--- config.mk ---
export PLATFORM = sky130hd
export DESIGN_NAME = rf_wport_arbiter
export DESIGN_NICKNAME = d
export VERILOG_FILES = /design/src/rtl/rf_wport_arbiter_pkg.sv /design/src/rtl/rf_wport_arbiter_rr_arb2.sv /design/src/rtl/rf_wport_arbiter.sv
export SDC_FILE = /design/constraint.sdc
export NUM_CORES = 1
export LEC_CHECK = 0
export CAP_MARGIN = 20
export CORE_MARGIN = 8
export CORE_UTILIZATION = 23
export DETAILED_ROUTE_END_ITERATION = 12
export GPL_TIMING_DRIVEN = 0
export PLACE_DENSITY = 0.65
export SETUP_SLACK_MARGIN = 0.05
export SLEW_MARGIN = 20
export SYNTH_ARGS = -nofsm -noshare
export SYNTH_HDL_FRONTEND = slang
export SYNTH_SLANG_ARGS = --single-unit
--- constraint.sdc ---
create_clock -name clk -period 2.6 [get_ports clk]
set_clock_uncertainty 0.1 [all_clocks]
set_input_delay 0.39 -clock clk [delete_from_list [all_inputs] [get_ports clk]]
set_output_delay 0.39 -clock clk [all_outputs]
set_load 0.05 [all_outputs]
--- src/rtl/rf_wport_arbiter_pkg.sv ---
// Shared constants and types for the register-file write-port arbiter.
// Holds the width defaults and the requester index encoding.
package rf_wport_arbiter_pkg;

    localparam int DW_DEF = 32;
    localparam int AW_DEF = 5;
    localparam int CW_DEF = 16;

    localparam logic REQ0 = 1'b0;
    localparam logic REQ1 = 1'b1;

    typedef enum logic {
        PTR_REQ0 = REQ0,
        PTR_REQ1 = REQ1
    } rr_ptr_e;

endpackage

--- src/rtl/rf_wport_arbiter_rr_arb2.sv ---
// Two-way round-robin grant for the regfile write port.
// The pointer names who wins the next contended cycle.
module rr_arb2
    import rf_wport_arbiter_pkg::*;
(
    input  logic clk,
    input  logic resetn,
    input  logic hold,
    input  logic valid0,
    input  logic valid1,
    output logic ready0,
    output logic ready1,
    output logic contend
);

    rr_ptr_e ptr_q;
    rr_ptr_e ptr_d;

    // Pointer register, cleared to requester 0 on reset.
    always_ff @(posedge clk or negedge resetn) begin
        if (!resetn) begin
            ptr_q <= PTR_REQ0;
        end else begin
            ptr_q <= ptr_d;
        end
    end

    // Grant decision and pointer advance to the loser of each transfer.
    always_comb begin
        ready0  = 1'b0;
        ready1  = 1'b0;
        ptr_d   = ptr_q;
        contend = valid0 && valid1 && !hold;

        if (!hold) begin
            if (valid0 && valid1) begin
                unique case (ptr_q)
                    PTR_REQ0: ready0 = 1'b1;
                    PTR_REQ1: ready1 = 1'b1;
                    default:  ready0 = 1'b1;
                endcase
            end else begin
                ready0 = valid0;
                ready1 = valid1;
            end
        end

        if (ready0) begin
            ptr_d = PTR_REQ1;
        end else if (ready1) begin
            ptr_d = PTR_REQ0;
        end
    end

endmodule

--- src/rtl/rf_wport_arbiter.sv ---
// Regfile write-port arbiter: two requesters share one registered
// write port, with read forwarding and saturating statistics.
module rf_wport_arbiter
    import rf_wport_arbiter_pkg::*;
#(
    parameter int DW = DW_DEF,
    parameter int AW = AW_DEF,
    parameter int CW = CW_DEF
) (
    input  logic          clk,
    input  logic          resetn,
    input  logic          req0_valid,
    input  logic [AW-1:0] req0_addr,
    input  logic [DW-1:0] req0_data,
    output logic          req0_ready,
    input  logic          req1_valid,
    input  logic [AW-1:0] req1_addr,
    input  logic [DW-1:0] req1_data,
    output logic          req1_ready,
    input  logic          hold,
    output logic          rf_wen,
    output logic [AW-1:0] rf_waddr,
    output logic [DW-1:0] rf_wdata,
    input  logic [AW-1:0] raddr1,
    input  logic [AW-1:0] raddr2,
    input  logic [DW-1:0] rf_rdata1,
    input  logic [DW-1:0] rf_rdata2,
    output logic [DW-1:0] fwd_rdata1,
    output logic [DW-1:0] fwd_rdata2,
    output logic [CW-1:0] wr_count,
    output logic [CW-1:0] conflict_count
);

    logic          contend;
    logic          accept;
    logic [AW-1:0] g_addr;
    logic [DW-1:0] g_data;

    rr_arb2 u_arb (
        .clk     (clk),
        .resetn  (resetn),
        .hold    (hold),
        .valid0  (req0_valid),
        .valid1  (req1_valid),
        .ready0  (req0_ready),
        .ready1  (req1_ready),
        .contend (contend)
    );

    // Select the granted requester's payload.
    always_comb begin
        accept = req0_ready || req1_ready;
        g_addr = req0_addr;
        g_data = req0_data;
        if (req1_ready) begin
            g_addr = req1_addr;
            g_data = req1_data;
        end
    end

    // Write port register; r0 writes are consumed but never enabled.
    always_ff @(posedge clk or negedge resetn) begin
        if (!resetn) begin
            rf_wen   <= 1'b0;
            rf_waddr <= '0;
            rf_wdata <= '0;
        end else begin
            rf_wen <= accept && (g_addr != '0);
            if (accept) begin
                rf_waddr <= g_addr;
                rf_wdata <= g_data;
            end
        end
    end

    // Saturating counters for committed writes and contended cycles.
    always_ff @(posedge clk or negedge resetn) begin
        if (!resetn) begin
            wr_count       <= '0;
            conflict_count <= '0;
        end else begin
            if (rf_wen && (wr_count != '1)) begin
                wr_count <= wr_count + CW'(1);
            end
            if (contend && (conflict_count != '1)) begin
                conflict_count <= conflict_count + CW'(1);
            end
        end
    end

    // Bypass the pending write onto matching non-zero read ports.
    always_comb begin
        fwd_rdata1 = rf_rdata1;
        fwd_rdata2 = rf_rdata2;
        if (rf_wen && (rf_waddr == raddr1) && (raddr1 != '0)) begin
            fwd_rdata1 = rf_wdata;
        end
        if (rf_wen && (rf_waddr == raddr2) && (raddr2 != '0)) begin
            fwd_rdata2 = rf_wdata;
        end
    end

endmodule

# After elaboration in Yosys (flattened, before gate mapping)
# Cells that the tools add are included.
[totals]
inputBits = 153
word_cells = 39
out_inout_bits = 136
regBits = 71
[classes]
n_addsub = 2
n_mux = 12
reduce_logical = 15
eq_ne = 4
[ops]
columns = ["operator", "count"]
rows = [
  ["two-way mux 32 bit", 3],
  ["adder 16 x 1 -> 16 bit, second input constant", 2],
  ["inequality test 16 bit, second input constant", 2],
  ["nonzero test 5 bit", 3],
  ["== test 5 bit", 2],
  ["logical AND 1 bit", 9],
  ["two-way mux 1 bit", 8],
  ["two-way mux 5 bit", 1],
  ["nonzero test 2 bit", 1],
  ["logical NOT 1 bit", 1],
  ["logical OR 1 bit", 1],
]

# Longest topological paths before layout
[depth]
depth_word = 6
depth_mapped = 6
ltp_nobuf = 5

# Cells and area by module
# From an unflattened synthesis, not the netlist that was laid out.
[hier_totals]
cells_unflattened = 413
hier_area_um2 = 4491.8
[by_module_without_submodules]
columns = ["mod", "area_each_um2", "cells_per_inst", "seq_area_each_um2", "n_inst"]
rows = [
  ["rf_wport_arbiter", 4414.2, 404, 1751.7, 1],
  ["rr_arb2", 77.6, 9, 25.0, 1],
]

# Worst setup path before layout
# Ideal clock, no wire load.
[synth_path]
kind = "register to output"
start = "reg rf_wen"
end = "out fwd_rdata1[5]"
slack_ns = 0.069
stages_incl_launch_ff = 5
t_required_ns = 2.110
n_path_buf = 1
t_arrival_ns = 2.041
path_cell_list = "dfrtp_1 -> inv_1 -> nor4_4 -> buf_6 -> mux2_1"
[synth_between]
elab_chain_cells = 3
[synth_lines]
columns = ["element", "line_no", "text"]
rows = [
  ["from (decl)", "rf_wport_arbiter.sv:21", "output logic rf_wen,"],
  ["from (signal assigned)", "rf_wport_arbiter.sv:68", "rf_wen <= accept && (g_addr != '0);"],
  ["logical AND 1 bit (2 in a row)", "rf_wport_arbiter.sv:95", "if (rf_wen && (rf_waddr == raddr1) && (raddr1 != '0)) begin"],
  ["two-way mux 32 bit", "rf_wport_arbiter.sv:95", ""],
  ["to (decl)", "rf_wport_arbiter.sv:28", "output logic [DW-1:0] fwd_rdata1,"],
]
# Every way passes these cells.

# Final worst setup path
[layout_path]
start = "reg rf_waddr[1]"
end = "out fwd_rdata2[1]"
[layout_between]
elab_chain_cells = 4
[layout_lines]
columns = ["element", "line_no", "text"]
rows = [
  ["from (decl)", "rf_wport_arbiter.sv:22", "output logic [AW-1:0] rf_waddr,"],
  ["from (signal assigned)", "rf_wport_arbiter.sv:70", "rf_waddr <= g_addr;"],
  ["== test 5 bit", "rf_wport_arbiter.sv:98", "if (rf_wen && (rf_waddr == raddr2) && (raddr2 != '0)) begin"],
  ["logical AND 1 bit (2 in a row)", "rf_wport_arbiter.sv:98", ""],
  ["two-way mux 32 bit", "rf_wport_arbiter.sv:98", ""],
  ["to (decl)", "rf_wport_arbiter.sv:29", "output logic [DW-1:0] fwd_rdata2,"],
]
# Every way passes these cells.

==> summary.txt <==
Timing
  – Relative max-transition margin: 47.5%
  – Least-Margin Pin Slew: slightly below 800 ps
  – Period Utilization, post-route: 111%
  – Setup slack of the critical path after layout: -273 ps
  – Maximum frequency from static timing analysis: around 350 MHz
  – Min Clock Period, post-route: approximately 2900 ps
  – Count of final setup violators: 64
  – Hold violation total from the final report: 0
  – Setup TNS after final layout: -13,400 ps
  – Fin. max-slew vios: 0
  – RSZ-0062 raised after global routing: yes

Yosys
  – Cell types occupying the most area after synthesis: dfrtp_1, mux2_4, mux2_2, mux2i_1, o21ai_0
  – Mean Syn Cell Area: 10.9 sq um
  – Fraction of registers with async set/reset: between 90% and 100%
  – Net Count, Synth: 564
  – Area leader, netlist: dfrtp_1
  – Number of flip-flops and latches in the synthesized netlist: about 70
  – Cell with the most instances after synthesis: dfrtp_1
  – Ys flop type: dfrtp_1
  – Synth top cells by count: dfrtp_1, nand2_1, o21ai_0
  – Library cells used by synthesis: 43
  – Combined area of all synthesized cells: 4440 sq um
  – Number of warnings issued by yosys: 0
  – Share of the synthesized area in the top cell type: about two fifths
  – Number of flops mapped to enable cells by yosys: 0
  – Cell count after synthesis: about 410
  – Sequential cell area fraction in the yosys report: around 40%

Clock tree
  – TritonCTS buffer count: 9
  – Clock tree from TritonCTS: built
  – Clock H-tree levels: 3
  – Clock latency on the worst-skew pair: between 300 and 400 ps
  – CTS sink count: 71
  – Cell chosen for the clock root: clkbuf_16
  – Longest Clk Path Bufs: 2
  – Clock-pin slew on the worst setup and hold paths: about 60 ps

Final layout
  – Filler cells: ~1,800
  – Non-filler instance count after layout: just under 1,000
  – Antenna fix cells: 0
  – Synthesis-to-layout area growth: 95.4%
  – Fin nets: 880
  – Share of post-route cells with drive strength above 1: a little over a quarter

Placed design
  – Final Wtd Congestion: about 0.78
  – Half-perimeter wire length after placement: 14,900 microns
  – PortBufs: around 290
  – Post-placement worst setup slack: -1000 ps
  – Count of placed standard cells including taps: 963

Critical path
  – Kind of end point of the critical path: output port
  – Startpoint of the lowest-slack register-to-register path: wr_count[6]$_DFFE_PN0P_
  – Setup CP Type: flip-flop to output port
  – Number of cell instances on the worst register-to-register path: 4
  – Cells along the critical path: or4_4 > a21oi_4 > nor4_4 > buf_12 > buf_12 > mux2_4 > buf_8
  – Cell family with the largest share of critical-path delay: simple AND/OR/NAND/NOR gates
  – Setup slack of the most critical reg-to-reg path: 620 ps
  – Crit path from: rf_waddr[1]$_DFFE_PN0P_
  – Critical Path Start Type: flip-flop
  – Critical Path AT: around 2400 ps
  – Cell occurring most often along the worst timing path: buf_12
  – Levels on crit path: 7
  – Worst Path Required: around 2100 ps
  – Maximum fanout encountered on the critical timing path: 7
  – Buffer and inverter count on the worst path: 3
  – Critical path's slowest cell: or4_4
  – Highest cell delay on the worst timing path: between 500 and 600 ps

Pwr
  – Sequential share of power: between 30% and 40%
  – Total Power Consumption: a little under 5 mW
  – Power per unit of standard cell area: ~570 nW/um^2
  – Leak: 3.82 nW
  – Sw Share: 39.4%
  – Worst voltage drop across the vdd grid: approximately 380 uV
  – NetSw: 1.95 mW
  – Cell-internal power: 3.01 mW
  – Clock network fraction of design power: 26.8%
  – Logic pwr share: between 40 and 50%

Die
  – Area of the die: about 24,000 sq um
  – Std-Cell Core Area: around 19,000 sq um
  – Die boundary height: 155 microns
  – # rows: 51
  – Die width: around 150 microns
  – I/O pin total: 289
  – Initial Util: between 20% and 30%

Global route
  – Met2 track utilization from global routing: around a quarter
  – Global-route wire length before repair: 28,000 microns
  – Met3 GRT Util: between 3 and 4%
  – Fraction of met1 tracks used by global routing: between 10% and 20%
  – Via count of the first global-routing pass: 4,672
  – Overall fraction of global-route tracks in use: between 10% and 20%
  – Overflow after GRT: 0
  – GRT busiest layer: met2
  – Number of antenna violations at the first check in global routing: 0
  – Largest net degree at the start of global routing: 48

Detailed routing
  – Final routed wirelength across all metal layers: 19,500 microns
  – Via count: 4,407
  – Number of remaining DRC errors: 0
  – Post-route antenna net violation count: 0
  – Pre-antenna DRT Iters: 4
  – Drt via density: 4.43
  – Drt wl/cell: between 15 and 20 microns
  – Iteration-0 DRC Markers: between 200 and 250

Outcome
  – Outcome: finished with violations
  – Violated checks: negative setup slack

Hold path
  – Worst hold path type: flip-flop to flip-flop
  – Hold path startpoint: u_arb.ptr_q$_DFFE_PN0P_
  – Cell depth of the worst hold path: 1

Flow run
  – Max-cap viol count: 0
-- through the flow --
stage | util, % | instance area [sq um] | hold slack [ps]
global placement | 39.9 | 7660 | 398
finish | 45.2 | 8680 | 406
floorplan | - | 4440 | -5.59
detailed placement | 40.0 | 7680 | 230
CTS | 44.0 | 8450 | 400
global route | 45.2 | 8680 | 434
-- state kept, by name, summed over array words and instances (netlist names) --
name            flops
conflict_count     16
rf_waddr            5
rf_wdata           32
rf_wen              1
u_arb.ptr_q         1
wr_count           16
-- cells in the final DEF (no fill, tap or decap), types with 3 or more instances in the layout --
master and n:
buf_16 4, mux2_4 63, and4_1 3, mux2_2 6, clkbuf_1 8, and2_1 4
dfrtp_2 4, nand4_1 11, a21oi_1 5, buf_2 4, buf_4 5, nor4_1 4
dfrtp_1 67, xnor2_1 19, inv_1 5, buf_12 7, o21ai_0 39, nand3_1 9
dlygate4sd2_1 4, buf_6 32, mux2i_1 37, nand2_1 50, nor3_1 10, nor2_1 6
clkdlybuf4s50_1 217, clkbuf_16 12, buf_8 36, xor2_1 14, clkinv_2 4
-- power by group through the flow --
stage | sequential (mW) | combinational (mW) | clock (mW)
after floorplan | 2.02 | 0.626 | 0
after global placement | 1.52 | 2.00 | 0
after detailed placement | 1.52 | 2.01 | 0
after CTS | 1.50 | 2.11 | 1.37
after global routing | 1.54 | 2.24 | 1.42
final | 1.50 | 2.13 | 1.33
-- cell families (layout without fill, tap and decap cells) --
logic type / count (synthesis) / count (layout) / synth area share [%]
buffers and inverters: 24 / 345 / 3.15
flip-flops: 71 / 71 / 40.0
AND/OR/NAND/NOR: 118 / 118 / 14.2
adder cells (fa/ha/maj): 2 / 2 / 0.563
AO/OA/AOI/OAI: 54 / 54 / 6.82
XOR/XNOR: 34 / 34 / 6.70
multiplexers: 106 / 106 / 28.5
-- final cells by class --
cell class,instances,area [sq um],share of cell area (%)
well taps,265,332,3.82
clock buffers,9,225,2.60
flip-flops and latches,71,1780,20.5
clock inverters,7,87.6,1.01
inverters,5,18.8,0.216
plain buffers,19,175,2.02
repair buffers,305,3380,39.0
multi-input cells,314,2680,30.8
-- timing repair --
action,in CTS,in global routing
resized for setup,518,38
hold buffers,1,0
pin swaps,5,5
hold endpoints to repair,24,0
cloned,3,3
setup buffers,9,2
endpoints found under the setup margin,67,66
-- worst reg2reg max path, stage by stage, from the launching register on --
cell and delay, ps:
dfrtp_1 420, nand4_1 230, or4_1 610, nand2_1 160, mux2_2 340
-- routing by layer --
layer  routed length (microns)  up-vias
met3                      1160       17
li1                          -     2121
met2                      9730      156
met4                       266        0
met1                      8360     2113
met5                         0        -
-- final timing paths --
path	endpoint
max in group asynchronous	rf_waddr[0]$_DFFE_PN0P_
setup / recovery	fwd_rdata2[1]
hold reg to reg	u_arb.ptr_q$_DFFE_PN0P_
setup reg to reg	wr_count[1]$_DFFE_PN0P_
min in group asynchronous	conflict_count[13]$_DFFE_PN0P_
hold / removal	u_arb.ptr_q$_DFFE_PN0P_
No activity file was read; power rests on OpenSTA's default activity.
